`config.mk`:
```
export PLATFORM = sky130hd
export DESIGN_NAME = uart_rx
export DESIGN_NICKNAME = d
export VERILOG_FILES = /design/src/rtl/uart_pkg.sv /design/src/rtl/sync_bit.sv /design/src/rtl/uart_rx.sv
export SDC_FILE = /design/constraint.sdc
export NUM_CORES = 1
export LEC_CHECK = 0
export BUFFER_PORTS_ARGS = -buffer_cell sky130_fd_sc_hd__buf_2
export CORE_UTILIZATION = 30
export DETAILED_ROUTE_END_ITERATION = 12
export SYNTH_ARGS = -nofsm -noshare
export SYNTH_HDL_FRONTEND = slang
export SYNTH_SLANG_ARGS = --single-unit
```
`constraint.sdc`:
```
create_clock -name clk -period 1.1 [get_ports clk]
set_input_delay 0.22 -clock clk [delete_from_list [all_inputs] [get_ports clk]]
set_output_delay 0.22 -clock clk [all_outputs]
set_load 0.02 [all_outputs]
```
`src/rtl/uart_pkg.sv`:
```
// Shared UART definitions: the frame state encoding and bit-timing helpers.
// The transmitter reuses the same encoding.
package uart_pkg;

    typedef enum logic [1:0] {
        ST_IDLE  = 2'd0,
        ST_START = 2'd1,
        ST_DATA  = 2'd2,
        ST_STOP  = 2'd3
    } uart_state_e;

    // Number of clocks to the middle of a bit, used to centre the start-bit check.
    function automatic int half_bit_clks(input int clks_per_bit);
        return clks_per_bit / 2;
    endfunction

endpackage

```
`src/rtl/sync_bit.sv`:
```
// Single-bit synchroniser: a STAGES-deep flop chain with a programmable reset value.
module sync_bit #(
    parameter int   STAGES  = 2,
    parameter logic RST_VAL = 1'b1
) (
    input  logic clk,
    input  logic rst_n,
    input  logic d,
    output logic q
);

    logic [STAGES-1:0] chain;

    always_ff @(posedge clk) begin
        if (!rst_n) begin
            chain <= {STAGES{RST_VAL}};
        end else begin
            chain <= {chain[STAGES-2:0], d};
        end
    end

    assign q = chain[STAGES-1];

endmodule

```
`src/rtl/uart_rx.sv`:
```
// 8N1-style serial receiver: synchronised line in, parallel byte out via a
// level valid/ack handshake, with sticky overrun and a one-cycle framing-error pulse.
//
//   state    | meaning
//   ---------+--------------------------------------------------------------
//   ST_IDLE  | line idle, waiting for a falling edge on the synchronised line
//   ST_START | counting to mid start bit, rejecting glitches that read high
//   ST_DATA  | sampling WIDTH data bits LSB first, one per bit period
//   ST_STOP  | sampling the stop bit, then commit the byte or flag a frame error
module uart_rx
    import uart_pkg::*;
#(
    parameter int WIDTH        = 8,
    parameter int CLKS_PER_BIT = 2,
    parameter int SYNC_STAGES  = 2
) (
    input  logic             clk,
    input  logic             rst_n,
    input  logic             rx_line,
    output logic [WIDTH-1:0] rx_data,
    output logic             rx_valid,
    input  logic             rx_ack,
    output logic             overrun,
    output logic             frame_err,
    output logic             busy
);

    localparam int CNT_W = $clog2(CLKS_PER_BIT);
    localparam int IDX_W = $clog2(WIDTH) + 1;

    localparam logic [CNT_W-1:0] HALF_TC  = CNT_W'(half_bit_clks(CLKS_PER_BIT) - 1);
    localparam logic [CNT_W-1:0] BIT_TC   = CNT_W'(CLKS_PER_BIT - 1);
    localparam logic [IDX_W-1:0] LAST_IDX = IDX_W'(WIDTH - 1);

    if (CLKS_PER_BIT < 2) begin : g_bad_clks_per_bit
        $error("uart_rx: CLKS_PER_BIT must be >= 2");
    end
    if (SYNC_STAGES < 2) begin : g_bad_sync_stages
        $error("uart_rx: SYNC_STAGES must be >= 2");
    end
    if (WIDTH < 2) begin : g_bad_width
        $error("uart_rx: WIDTH must be >= 2");
    end

    uart_state_e      state;
    uart_state_e      state_nxt;
    logic             s;
    logic             s_prev;
    logic [CNT_W-1:0] cnt;
    logic [IDX_W-1:0] bit_idx;
    logic [WIDTH-1:0] shift;

    logic start_edge;
    logic half_tc;
    logic bit_tc;
    logic sample_bit;
    logic stop_tc;
    logic commit;
    logic stop_bad;

    // Idle-high line: synchroniser presets to 1 so reset never fakes a start edge.
    sync_bit #(
        .STAGES  (SYNC_STAGES),
        .RST_VAL (1'b1)
    ) u_sync (
        .clk   (clk),
        .rst_n (rst_n),
        .d     (rx_line),
        .q     (s)
    );

    always_ff @(posedge clk) begin
        if (!rst_n) begin
            state <= ST_IDLE;
        end else begin
            state <= state_nxt;
        end
    end

    always_comb begin
        state_nxt = state;
        case (state)
            ST_IDLE:  if (start_edge) state_nxt = ST_START;
            ST_START: if (half_tc) state_nxt = s ? ST_IDLE : ST_DATA;
            ST_DATA:  if (sample_bit && (bit_idx == LAST_IDX)) state_nxt = ST_STOP;
            ST_STOP:  if (stop_tc) state_nxt = ST_IDLE;
            default:  state_nxt = ST_IDLE;
        endcase
    end

    always_comb begin
        busy       = (state != ST_IDLE);
        start_edge = s_prev & ~s;
        half_tc    = (state == ST_START) && (cnt == HALF_TC);
        bit_tc     = (cnt == BIT_TC);
        sample_bit = (state == ST_DATA) && bit_tc;
        stop_tc    = (state == ST_STOP) && bit_tc;
        commit     = stop_tc && s;
        stop_bad   = stop_tc && !s;
    end

    always_ff @(posedge clk) begin
        if (!rst_n) begin
            s_prev    <= 1'b1;
            cnt       <= '0;
            bit_idx   <= '0;
            shift     <= '0;
            rx_data   <= '0;
            rx_valid  <= 1'b0;
            overrun   <= 1'b0;
            frame_err <= 1'b0;
        end else begin
            s_prev    <= s;
            frame_err <= stop_bad;

            if ((state == ST_IDLE) || half_tc || sample_bit || stop_tc) begin
                cnt <= '0;
            end else begin
                cnt <= cnt + 1'b1;
            end

            if (state != ST_DATA) begin
                bit_idx <= '0;
            end else if (sample_bit) begin
                bit_idx <= bit_idx + 1'b1;
            end

            // LSB arrives first, so shifting in from the top leaves it at bit 0.
            if (sample_bit) begin
                shift <= {s, shift[WIDTH-1:1]};
            end

            // A commit outranks a same-cycle ack: the new byte stays valid.
            if (commit) begin
                rx_data  <= shift;
                rx_valid <= 1'b1;
                if (rx_valid && !rx_ack) begin
                    overrun <= 1'b1;
                end
            end else if (rx_valid && rx_ack) begin
                rx_valid <= 1'b0;
                overrun  <= 1'b0;
            end
        end
    end

endmodule
```
==> impl_metrics.csv <==
group,metric,value,unit
status,status,"finished with violations",
status,violations,"setup timing",
detailed_routing,dr.first_iter.drc_count,17,
clocking,clk_latency,280,ps
detailed_routing,drcViolationCount,0,
detailed_routing,vias_per_cell,4.467,
power_and_ir_drop,p_total,2.074,mW
clocking,cts_buffers,5,
sta,fmax,769.6,MHz
sta,slew_headroom,86.33,%
detailed_routing,num_vias,871,
sta,hold_viol_final,0,
logic_synthesis,synth.top_cell.area_share,50.99,%
logic_synthesis,synth_top_family_by_area,"simple AND/OR/NAND/NOR gates",
clocking,cts_tree,"built",
sta,finalCritPeriodShare,118.1,%
detailed_routing,routed_wl,2119,microns
global_routing,grt_max_degree,24,
global_routing,grt_pass1_vias,917,
hold_path,hold_path.class,"input pin to register",
place,pre_cts_ws,-82.18,ps
floorplanning,die_w,63.61,microns
flow_run,max-cap-violations,0,
sta,fin_setup_tns,-435.8,ps
detailed_routing,first_pass_iters,4,
global_routing,grt_use_total,12.16,%
logic_synthesis,synth-simple-area-share,22.31,%
sta,rsz0062_at_grt,"true",
floorplanning,num_rows,22,
clocking,cts-root-buf,"clkbuf_8",
setup_path,crit_required,880,ps
power_and_ir_drop,irDropWorstVdd,1.104,mV
logic_synthesis,yosys_warnings,0,
logic_synthesis,ys_ff_latch,29,
setup_path,start_kind,"register",
clocking,cts.clk_slew.worst_paths,60,ps
sta,worst_pin_slew,205.0,ps
logic_synthesis,synth_compound_area_share,11.65,%
clocking,clk_path_buf_depth,2,
logic_synthesis,synth-xor-area-share,1.538,%
power_and_ir_drop,power_leakage,0.6746,nW
logic_synthesis,synth_seq_area_share,50.99,%
logic_synthesis,synth_mux_area_share,7.033,%
sta,hold_slack,115.0,ps
logic_synthesis,synth-edff-count,0,
clocking,cts.sinks,29,
final_layout,n_antenna_cell,0,
sta,setup_violations,9,
logic_synthesis,yosys-top-cells-count,"29 x dfxtp_1, 20 x nand2_1, 9 x a21boi_0",
final_layout,fin_util,40.81,%
logic_synthesis,synth_fa_ha_area_share,1.099,%
floorplanning,initial_core_util,31.10,%
setup_path,cp_max_fo,2,
logic_synthesis,yosysTopAreaCell,"dfxtp_1",
logic_synthesis,syn_nets,122,
logic_synthesis,synth_most_common_cell,"dfxtp_1",
sta,fin_crit,1299,ps
place,post-dp-hpwl,1460,microns
logic_synthesis,yosysUniqueCellTypes,30,
logic_synthesis,synthTopCellsByArea,"dfxtp_1 51%, mux2i_1 7.0%, nand2_1 6.6%, a21boi_0 5.9%, nor2b_1 4.4%",
power_and_ir_drop,power_density,1388,mW/mm^2
final_layout,fin_nets,151,
global_routing,overflow,0,
setup_path,worst_ep_arrival_time,1080,ps
setup_path,crit_path_end_kind,"primary output",
sta,drv_slew,0,
global_routing,antenna_found_initial,0,
clocking,cts.htree.levels,2,
logic_synthesis,syn_inst,117,
floorplanning,die_area,0.004046,sq mm
logic_synthesis,avgSynthCellArea,9.732,sq um
place,place.port_buffers,15,
floorplanning,dieHeight,63.61,microns
place,place.gp.congestion,0.8383,
logic_synthesis,synthArstFlopShare,0,%
final_layout,syn2layout_area_growth,31.21,%
detailed_routing,wl_per_cell,10.87,microns
sta,setup_ws,-199.4,ps
global_routing,grt_pass1_wl,3795,microns
logic_synthesis,synth_area,0.001139,sq mm
logic_synthesis,synth_ff_type,"dfxtp_1",
floorplanning,ios,16,
final_layout,drive_gt1_share,34.01,%
floorplanning,core-area,0.003661,sq mm
setup_path,crit_type,"register to primary output",
sta,finalClockSkew,2.684,ps
detailed_routing,ant_nets,0,
## path summary, 6_finish.rpt
path                   start               to  slack, ps  depth (start not counted)
min                  rx_line  u_sync.chain[0]        110                          2
min reg2reg  u_sync.chain[0]  u_sync.chain[1]        410                          1
max                 state[0]             busy       -200                          3
max reg2reg         state[0]       bit_idx[3]        -80                          4
## stage by stage
stage | cell area [sq um] | instances
floorplan | 1139 | 117
global placement | 1318 | 185
detailed placement | 1318 | 185
CTS | 1475 | 195
global route | 1494 | 195
finish | 1494 | 195
## cell usage in the layout (no fill, tap or decap), types with 2 or more instances in the layout
cell type | Yosys | final
a21oi_2 | 0 | 2
nand4b_1 | 2 | 2
a21oi_1 | 4 | 2
nand2_1 | 20 | 20
buf_4 | 3 | 9
nor2b_1 | 8 | 8
dfxtp_4 | 0 | 2
nand2b_1 | 4 | 4
clkbuf_8 | 0 | 7
inv_1 | 4 | 4
buf_2 | 1 | 14
dfxtp_2 | 0 | 3
or2_4 | 0 | 2
mux2i_1 | 8 | 8
buf_6 | 1 | 6
nor2_1 | 5 | 5
dfxtp_1 | 29 | 24
a21boi_1 | 0 | 8
## worst max-delay path, stage by stage, from the launching register on
cell,delay [ps]
dfxtp_4,340
buf_6,110
or2_4,220
buf_6,130
## logic make-up (layout without fill, tap and decap cells)
| logic type | Yosys count | count (layout) |
|---|---|---|
| flops | 29 | 29 |
| buf+inv | 11 | 41 |
| simple gates | 48 | 48 |
| mux | 8 | 8 |
| fa+ha+maj | 1 | 1 |
| compound gates | 18 | 18 |
| xor+xnor | 2 | 2 |
## power breakdown
group | internal, mW | switching (mW) | total [mW]
sequential | 1.05 | 0.00412 | 1.06
combinational | 0.0340 | 0.0245 | 0.0586
clock | 0.564 | 0.395 | 0.959
total | 1.65 | 0.423 | 2.07
## flip-flops by register name (all words and copies together), names as in the netlist, named ones only
register / flops
bit_idx: 4
bit_tc: 1
frame_err: 1
overrun: 1
rx_data: 8
rx_valid: 1
s_prev: 1
shift: 8
state: 1
u_sync.chain: 2
## layout make-up
cell class / instances / area (sq um)
fill: 371 / 2167
sequential: 29 / 591.8
multi-input combinational: 77 / 520.5
timing repair buffer: 29 / 205.2
clock buffer: 7 / 96.34
tap: 48 / 60.06
inverter: 4 / 15.01
clock inverter: 1 / 5.005
## per-layer routing
metal,vias up,GRT usage [%],part of all wire [%]
li1,444,-,-
met1,409,12.17,44
met4,0,6.818,1.3
met2,15,22.61,51
met3,3,2.899,3.6
met5,-,0,0
## repair_timing
item / 4_1_cts / 5_1_grt
pin swaps: 4 / 2
gates resized for setup: 14 / 15
hold buffers: 0 / 0
setup buffers: 2 / 0
endpoints found under the setup margin: 20 / 22
No activity file was read; power rests on OpenSTA's default activity.
